$ cat config.mk
export PLATFORM = sky130hd
export DESIGN_NAME = normalization_flat
export DESIGN_NICKNAME = d
export VERILOG_FILES = /design/src/rtl/normalization_if.sv /design/src/rtl/normalization.sv /design/src/flat_wrapper.sv
export SDC_FILE = /design/constraint.sdc
export NUM_CORES = 1
export LEC_CHECK = 0
export ABC_AREA = 0
export CORE_MARGIN = 2
export CORE_UTILIZATION = 46
export DETAILED_ROUTE_END_ITERATION = 16
export HOLD_SLACK_MARGIN = 0.02
export PLACE_DENSITY = 0.76
export SLEW_MARGIN = 20
export SYNTH_ARGS = -nofsm -noshare
export SYNTH_HDL_FRONTEND = slang
export SYNTH_SLANG_ARGS = --single-unit
$ cat constraint.sdc
create_clock -name clk -period 2.05 [get_ports clk]
set_input_delay 0.3075 -clock clk [delete_from_list [all_inputs] [get_ports clk]]
set_output_delay 0.3075 -clock clk [all_outputs]
set_load 0.005 [all_outputs]
$ cat src/rtl/normalization_if.sv
// Sample bus for the normalization stage: a signed wide filter result in,
// an unsigned 8-bit pixel out. The filter side drives A, the normalizer
// drives out.
interface normalization_if #(
    parameter int norm_width = 15
);
    logic signed [norm_width:0] A;
    logic        [7:0]          out;

    // Producer of samples / consumer of pixels
    modport master (
        output A,
        input  out
    );

    // The normalizer itself
    modport slave (
        input  A,
        output out
    );
endinterface

$ cat src/rtl/normalization.sv
// Signed-to-pixel normalizer.
// Two-stage free-running pipeline: stage 1 takes the magnitude of A (or
// clamps negatives to zero), stage 2 applies an optional round-half-up
// right shift and saturates to 0..255. One sample per clock, two-clock
// latency, no handshake.
module normalization #(
    parameter int norm_width = 15,
    parameter int SHIFT      = 0,
    parameter int ABS_MODE   = 1
) (
    normalization_if.slave bus,
    input  logic           clk,
    input  logic           reset
);

    // mag carries one extra bit over A so that -2^norm_width negates cleanly;
    // the rounding sum carries one more so the bias add cannot wrap.
    localparam int MAG_W = norm_width + 2;
    localparam int SUM_W = norm_width + 3;

    // Rounding bias of half an output LSB; zero when no shift is applied.
    // The guarded exponent keeps the shift amount legal when SHIFT is 0.
    localparam int                 RND_EXP   = (SHIFT > 0) ? (SHIFT - 1) : 0;
    localparam logic [SUM_W-1:0]   RND_BIAS  = (SHIFT > 0) ? (SUM_W'(1) << RND_EXP)
                                                           : SUM_W'(0);
    localparam logic [SUM_W-1:0]   PIX_MAX   = SUM_W'(255);

    logic             a_neg;
    logic [MAG_W-1:0] a_ext;
    logic [MAG_W-1:0] mag_d;
    logic [MAG_W-1:0] mag_q;

    logic [SUM_W-1:0] sum;
    logic [SUM_W-1:0] shifted;
    logic [7:0]       pix_d;
    logic [7:0]       pix_q;

    // Stage 1 combinational: sign-extend A one bit and form its magnitude.
    always_comb begin
        a_neg = bus.A[norm_width];
        a_ext = {bus.A[norm_width], bus.A};
        mag_d = a_ext;
        if (a_neg) begin
            if (ABS_MODE != 0) begin
                mag_d = MAG_W'(0) - a_ext;
            end else begin
                mag_d = '0;
            end
        end
    end

    // Stage 1 register: magnitude of the sample captured this edge.
    always_ff @(posedge clk) begin
        if (reset) begin
            mag_q <= '0;
        end else begin
            mag_q <= mag_d;
        end
    end

    // Stage 2 combinational: round-half-up shift, then clamp to the pixel range.
    always_comb begin
        sum     = {1'b0, mag_q} + RND_BIAS;
        shifted = sum >> SHIFT;
        if (shifted > PIX_MAX) begin
            pix_d = 8'hFF;
        end else begin
            pix_d = shifted[7:0];
        end
    end

    // Stage 2 register: the output pixel.
    always_ff @(posedge clk) begin
        if (reset) begin
            pix_q <= '0;
        end else begin
            pix_q <= pix_d;
        end
    end

    assign bus.out = pix_q;

endmodule

$ cat src/flat_wrapper.sv
// flat-port wrapper written by rule: the top's interface ports become plain ports
module normalization_flat 
#(
    parameter int norm_width = 15,
    parameter int SHIFT      = 0,
    parameter int ABS_MODE   = 1
)
  (clk, reset, bus_A, bus_out);
  normalization_if #(.norm_width(norm_width)) bus_i ();
  input  logic clk;
  input  logic reset;
  input wire logic [$bits(bus_i.A)-1:0] bus_A;
  output wire logic [$bits(bus_i.out)-1:0] bus_out;
  assign bus_i.A = bus_A;
  assign bus_out = bus_i.out;
  normalization #(.norm_width(norm_width), .SHIFT(SHIFT), .ABS_MODE(ABS_MODE)) u_core (.bus(bus_i), .clk(clk), .reset(reset));
endmodule
Yosys cells after proc, flatten, opt, wreduce, memory -nomap -nowiden

Index checks and enable logic that the tools add are counted.

$add $sub $neg: 1
Multiply operators: 0
Div/mod/pow operators: 0
Magnitude comparators: 1
Equal/unequal tests: 0
Shift-type cells: 0
Multiplexer cells: 2
Bitwise operators: 1
Reduce and logical (&&, ||, !) cells: 1

Operators with widths:

| kind                                                                             | number |
|---|---|
| 17-bit by 8-bit greater-than comparator with 1-bit output, second input constant | 1 |
| 1-bit by 16-bit subtractor with 17-bit output, first input constant              | 1 |
| 15-bit two-way mux                                                               | 1 |
| 8-bit two-way mux                                                                | 1 |
| 2-bit OR reduction                                                               | 1 |
| 1-bit NOT                                                                        | 1 |

Flip-flop bits (word level): 25
Latch bits: 0
Memory bits (writable): 0
Memory bits (read-only): 0
Input port bits: 18
Output and inout port bits: 8
Logic and storage cells: 9
Memories: 0

Longest topological paths before layout

Word-level depth: 2
Mapped depth: 6
Depth with buffers taken out: 5

Worst setup path after synthesis

No wires, ideal clock.

Path type: in2reg
Start point: input port bus_A[4]
End point: register u_core.mag_q[13]
Setup time: 0.128 ns
Data arrival time: 1.380 ns
Slack: 0.543 ns
Stages: 4
Buffers on the path: 0
Path through: or4_4 -> o41ai_2 -> xor2_1 -> nor2_1

Cells in the longest elaborated chain, start to end: 2

RTL lines:

| item                                          | RTL line            | source |
|---|---|---|
| start: declaration                            | flat_wrapper.sv:12  | `input wire logic [$bits(bus_i.A)-1:0] bus_A;` |
| 1-bit by 16-bit subtractor with 17-bit output | normalization.sv:45 | `mag_d = MAG_W'(0) - a_ext;` |
| 15-bit two-way mux                            | normalization.sv:43 | `if (a_neg) begin` |
| end signal: assignment                        | normalization.sv:57 | `mag_q <= mag_d;` |
| end: declaration                              | normalization.sv:31 | `logic [MAG_W-1:0] mag_q;` |

No other way between the ends.
A chain may end at the register's enable or synchronous reset.

Final worst setup path

Ends and elaborated chain as after synthesis.

==> impl_metrics.env <==
export IMPL_drt_wl_total_mm=1.89
export IMPL_htreeDepth=1
export IMPL_port_buffer_count=25
export IMPL_synth_simple_area_share=0.175
export IMPL_hold_viol=0
export IMPL_pwr_density_cell_nw_per_um2=654
export IMPL_clock_sinks=25
export IMPL_area_delta_synth_final_pct=37.5
export IMPL_vias=868
export IMPL_start_util=0.499
export IMPL_cts_tree="done"
export IMPL_async_reset_ff_frac=0
export IMPL_layout_drive_gt1_share=0.137
export IMPL_die_h_um=50.8
export IMPL_synthFlopType="dfxtp_1"
export IMPL_critPathLaunch="bus_A[4]"
export IMPL_rsz0062_at_grt="false"
export IMPL_worstPathArrival_ns=1.88
export IMPL_grt_overflow=0
export IMPL_synthMuxAreaShare=0.00993
export IMPL_synthTopCellsByCount="dfxtp_1 (25), nor2_1 (17), inv_1 (12), a21oi_1 (11), xnor2_1 (6)"
export IMPL_worst_pin_slew_ns=0.669
export IMPL_post_synth_cell_area_avg_um2=9.17
export IMPL_route_detailed_drc=0
export IMPL_synth_edf_count=0
export IMPL_drtAntennaViolNets=0
export IMPL_grt_max_degree=25
export IMPL_ys_warnings_count=0
export IMPL_io_pins=26
export IMPL_outcome="complete, no violations"
export IMPL_slew_headroom=0.550
export IMPL_layout_nets=166
export IMPL_yosys_area_top_type_share=0.496
export IMPL_r2r_end="u_core.bus.out[7]$_SDFF_PP0_"
export IMPL_worstHoldEndpoint="u_core.bus.out[1]$_SDFF_PP0_"
export IMPL_clkSlewWorstSetupHoldPaths_ns=0.12
export IMPL_p_leak_nw=0.557
export IMPL_layout_min_cycle_time_ns=1.67
export IMPL_coreArea_um2=2020
export IMPL_cts_setup_buffers=0
export IMPL_ys_seq_area_frac=0.496
export IMPL_dp_hpwl_mm=1.50
export IMPL_cp_slowest_cell="or4_4"
export IMPL_slew_violations=0
export IMPL_synth_area_leader_cell="dfxtp_1"
export IMPL_numCtsBuffers=3
export IMPL_worstHoldPathCells=2
export IMPL_cts_resized=0
export IMPL_synth_seq_cells=25
export IMPL_utilization=0.686
export IMPL_grt_pass1_vias=774
export IMPL_yosysMostFrequentCell="dfxtp_1"
export IMPL_vias_per_cell=5.02
export IMPL_synth_compound_area_frac=0.148
export IMPL_synthXorXnorAreaFrac=0.0955
export IMPL_fin_crit_sh=0.815
export IMPL_dieArea_um2=2580
export IMPL_drt_iter0_drc=7
export IMPL_dieWidth_um=50.8
export IMPL_worstSkewPairLatency_ns=0.31
export IMPL_clockRootBuffer="clkbuf_4"
export IMPL_synth_top_family_by_area="simple AND/OR/NAND/NOR gates"
export IMPL_hp_class="register to register"
export IMPL_antenna_found_initial=0
export IMPL_cp_end_kind="register"
export IMPL_wl_per_cell_um=10.9
export IMPL_syn_cell_area_um2=1010
export IMPL_skew_ns=0.00441
export IMPL_cp_start_kind="primary input"
export IMPL_required_ns=2.26
export IMPL_worstPathMaxFanout=3
export IMPL_fmax_mhz=599
export IMPL_synthAdderAreaFrac=0.0124
export IMPL_gp_congestion=0.790
export IMPL_min_from="u_core.mag_q[1]$_SDFF_PP0_"
export IMPL_rrSetupSlack_ns=0.54
export IMPL_crit_type="primary input to register"
export IMPL_synthesis_nets=129
export IMPL_finalSetupTns_ns=0
export IMPL_diodes=0
export IMPL_synth_cell_types=26
export IMPL_r2r_start="u_core.mag_q[11]$_SDFF_PP0_"
export IMPL_path_cells="clkdlybuf4s50_1, or4_4, o41ai_2, xor2_1, nor2_1"
export IMPL_syn_inst=110
export IMPL_rows=16
export IMPL_r2r_cells=4
export IMPL_cts_hold_buf=0
export IMPL_yosys_top_cells_area="dfxtp_1 (50%), nor2_1 (6.3%), a21oi_1 (5.5%)"
export IMPL_dr_pass1_iters=4
export IMPL_cap_violations=0
export IMPL_cp_slowest_stage_delay_ns=0.56
export IMPL_grt_first_pass_wirelength_mm=3.12
export IMPL_setup_viol=0
export IMPL_ir_worst_vdd_mv=0.296
export IMPL_cts_buffer_depth=2
export IMPL_grt_use_total=0.163
## stage by stage
step	hold slack [ns]	area [um^2]	power [mW]	setup WS, ns	cells
after floorplan	0.377	1010	0.615	0.543	110
after global placement	0.412	1360	0.707	0.0700	169
after detailed placement	0.421	1360	0.713	0.0365	169
after CTS	0.438	1390	0.911	0.375	173
after global routing	0.458	1390	0.946	0.299	173
final	0.437	1390	0.906	0.380	173
## state kept, by name, summed over array words and instances, names as in the netlist
| name | count |
|---|---|
| u_core.mag_q | 17 |
| u_core.bus.out | 8 |
## worst max path at each step
stage                                   to  cells past startpoint
6_report       u_core.mag_q[13]$_SDFF_PP0_                      5
3_3_place_gp   u_core.mag_q[13]$_SDFF_PP0_                      5
3_5_place_dp   u_core.mag_q[13]$_SDFF_PP0_                      5
2_1_floorplan  u_core.mag_q[13]$_SDFF_PP0_                      4
5_1_grt        u_core.mag_q[13]$_SDFF_PP0_                      5
4_1_cts        u_core.mag_q[13]$_SDFF_PP0_                      5
## area by class of cell
cell class	count	area, um^2
clock buffer	4	26.3
fill	169	636
inverter	12	45.0
multi-input combinational	69	448
sequential	25	500
tap	27	33.8
timing repair buffer	36	333
## cells by family after synthesis
logic type | after synthesis
buffers and inverters | 16
and+or+nand+nor | 32
adders and majority gates | 1
muxes | 1
other | 1
xor gates and xnor gates | 11
DFF | 25
AOI/OAI and AO/OA | 23
## worst max-delay path: cells and delay by family
kind / cells / cell delay [ns]
buffers and inverters: 1 / 0.42
XOR/XNOR: 1 / 0.19
AO/OA/AOI/OAI: 1 / 0.35
AND/OR/NAND/NOR: 2 / 0.61
## cell usage in the layout (no fill, tap or decap), drive strengths merged, types with 2 or more instances in the layout
cell type and n:
buf 11, inv 12, o31ai 2, or3 3, or4 2, nor4 6, xor2 5, clkbuf 4
a41oi 3, dfxtp 25, clkdlybuf4s50 25, nor2 17, a21oi 11, o21ai 3, o41ai 2, xnor2 6
a31oi 2
## per-layer routing
layer | vias up | wire length, um | track usage
li1 | 450 | - | -
met1 | 390 | 852 | 0.197
met2 | 24 | 922 | 0.279
met3 | 4 | 58 | 0.00877
met4 | 0 | 53 | 0.108
met5 | - | 0 | 0
## power by group
part           internal, mW  switching (mW)  total [mW]  leakage (nW)
logic                0.0960          0.0740       0.170         0.333
registers             0.521         0.00941       0.531         0.209
clock network        0.0760           0.129       0.205        0.0150
total                 0.693           0.213       0.906         0.557
No activity file was read; power rests on OpenSTA's default activity.
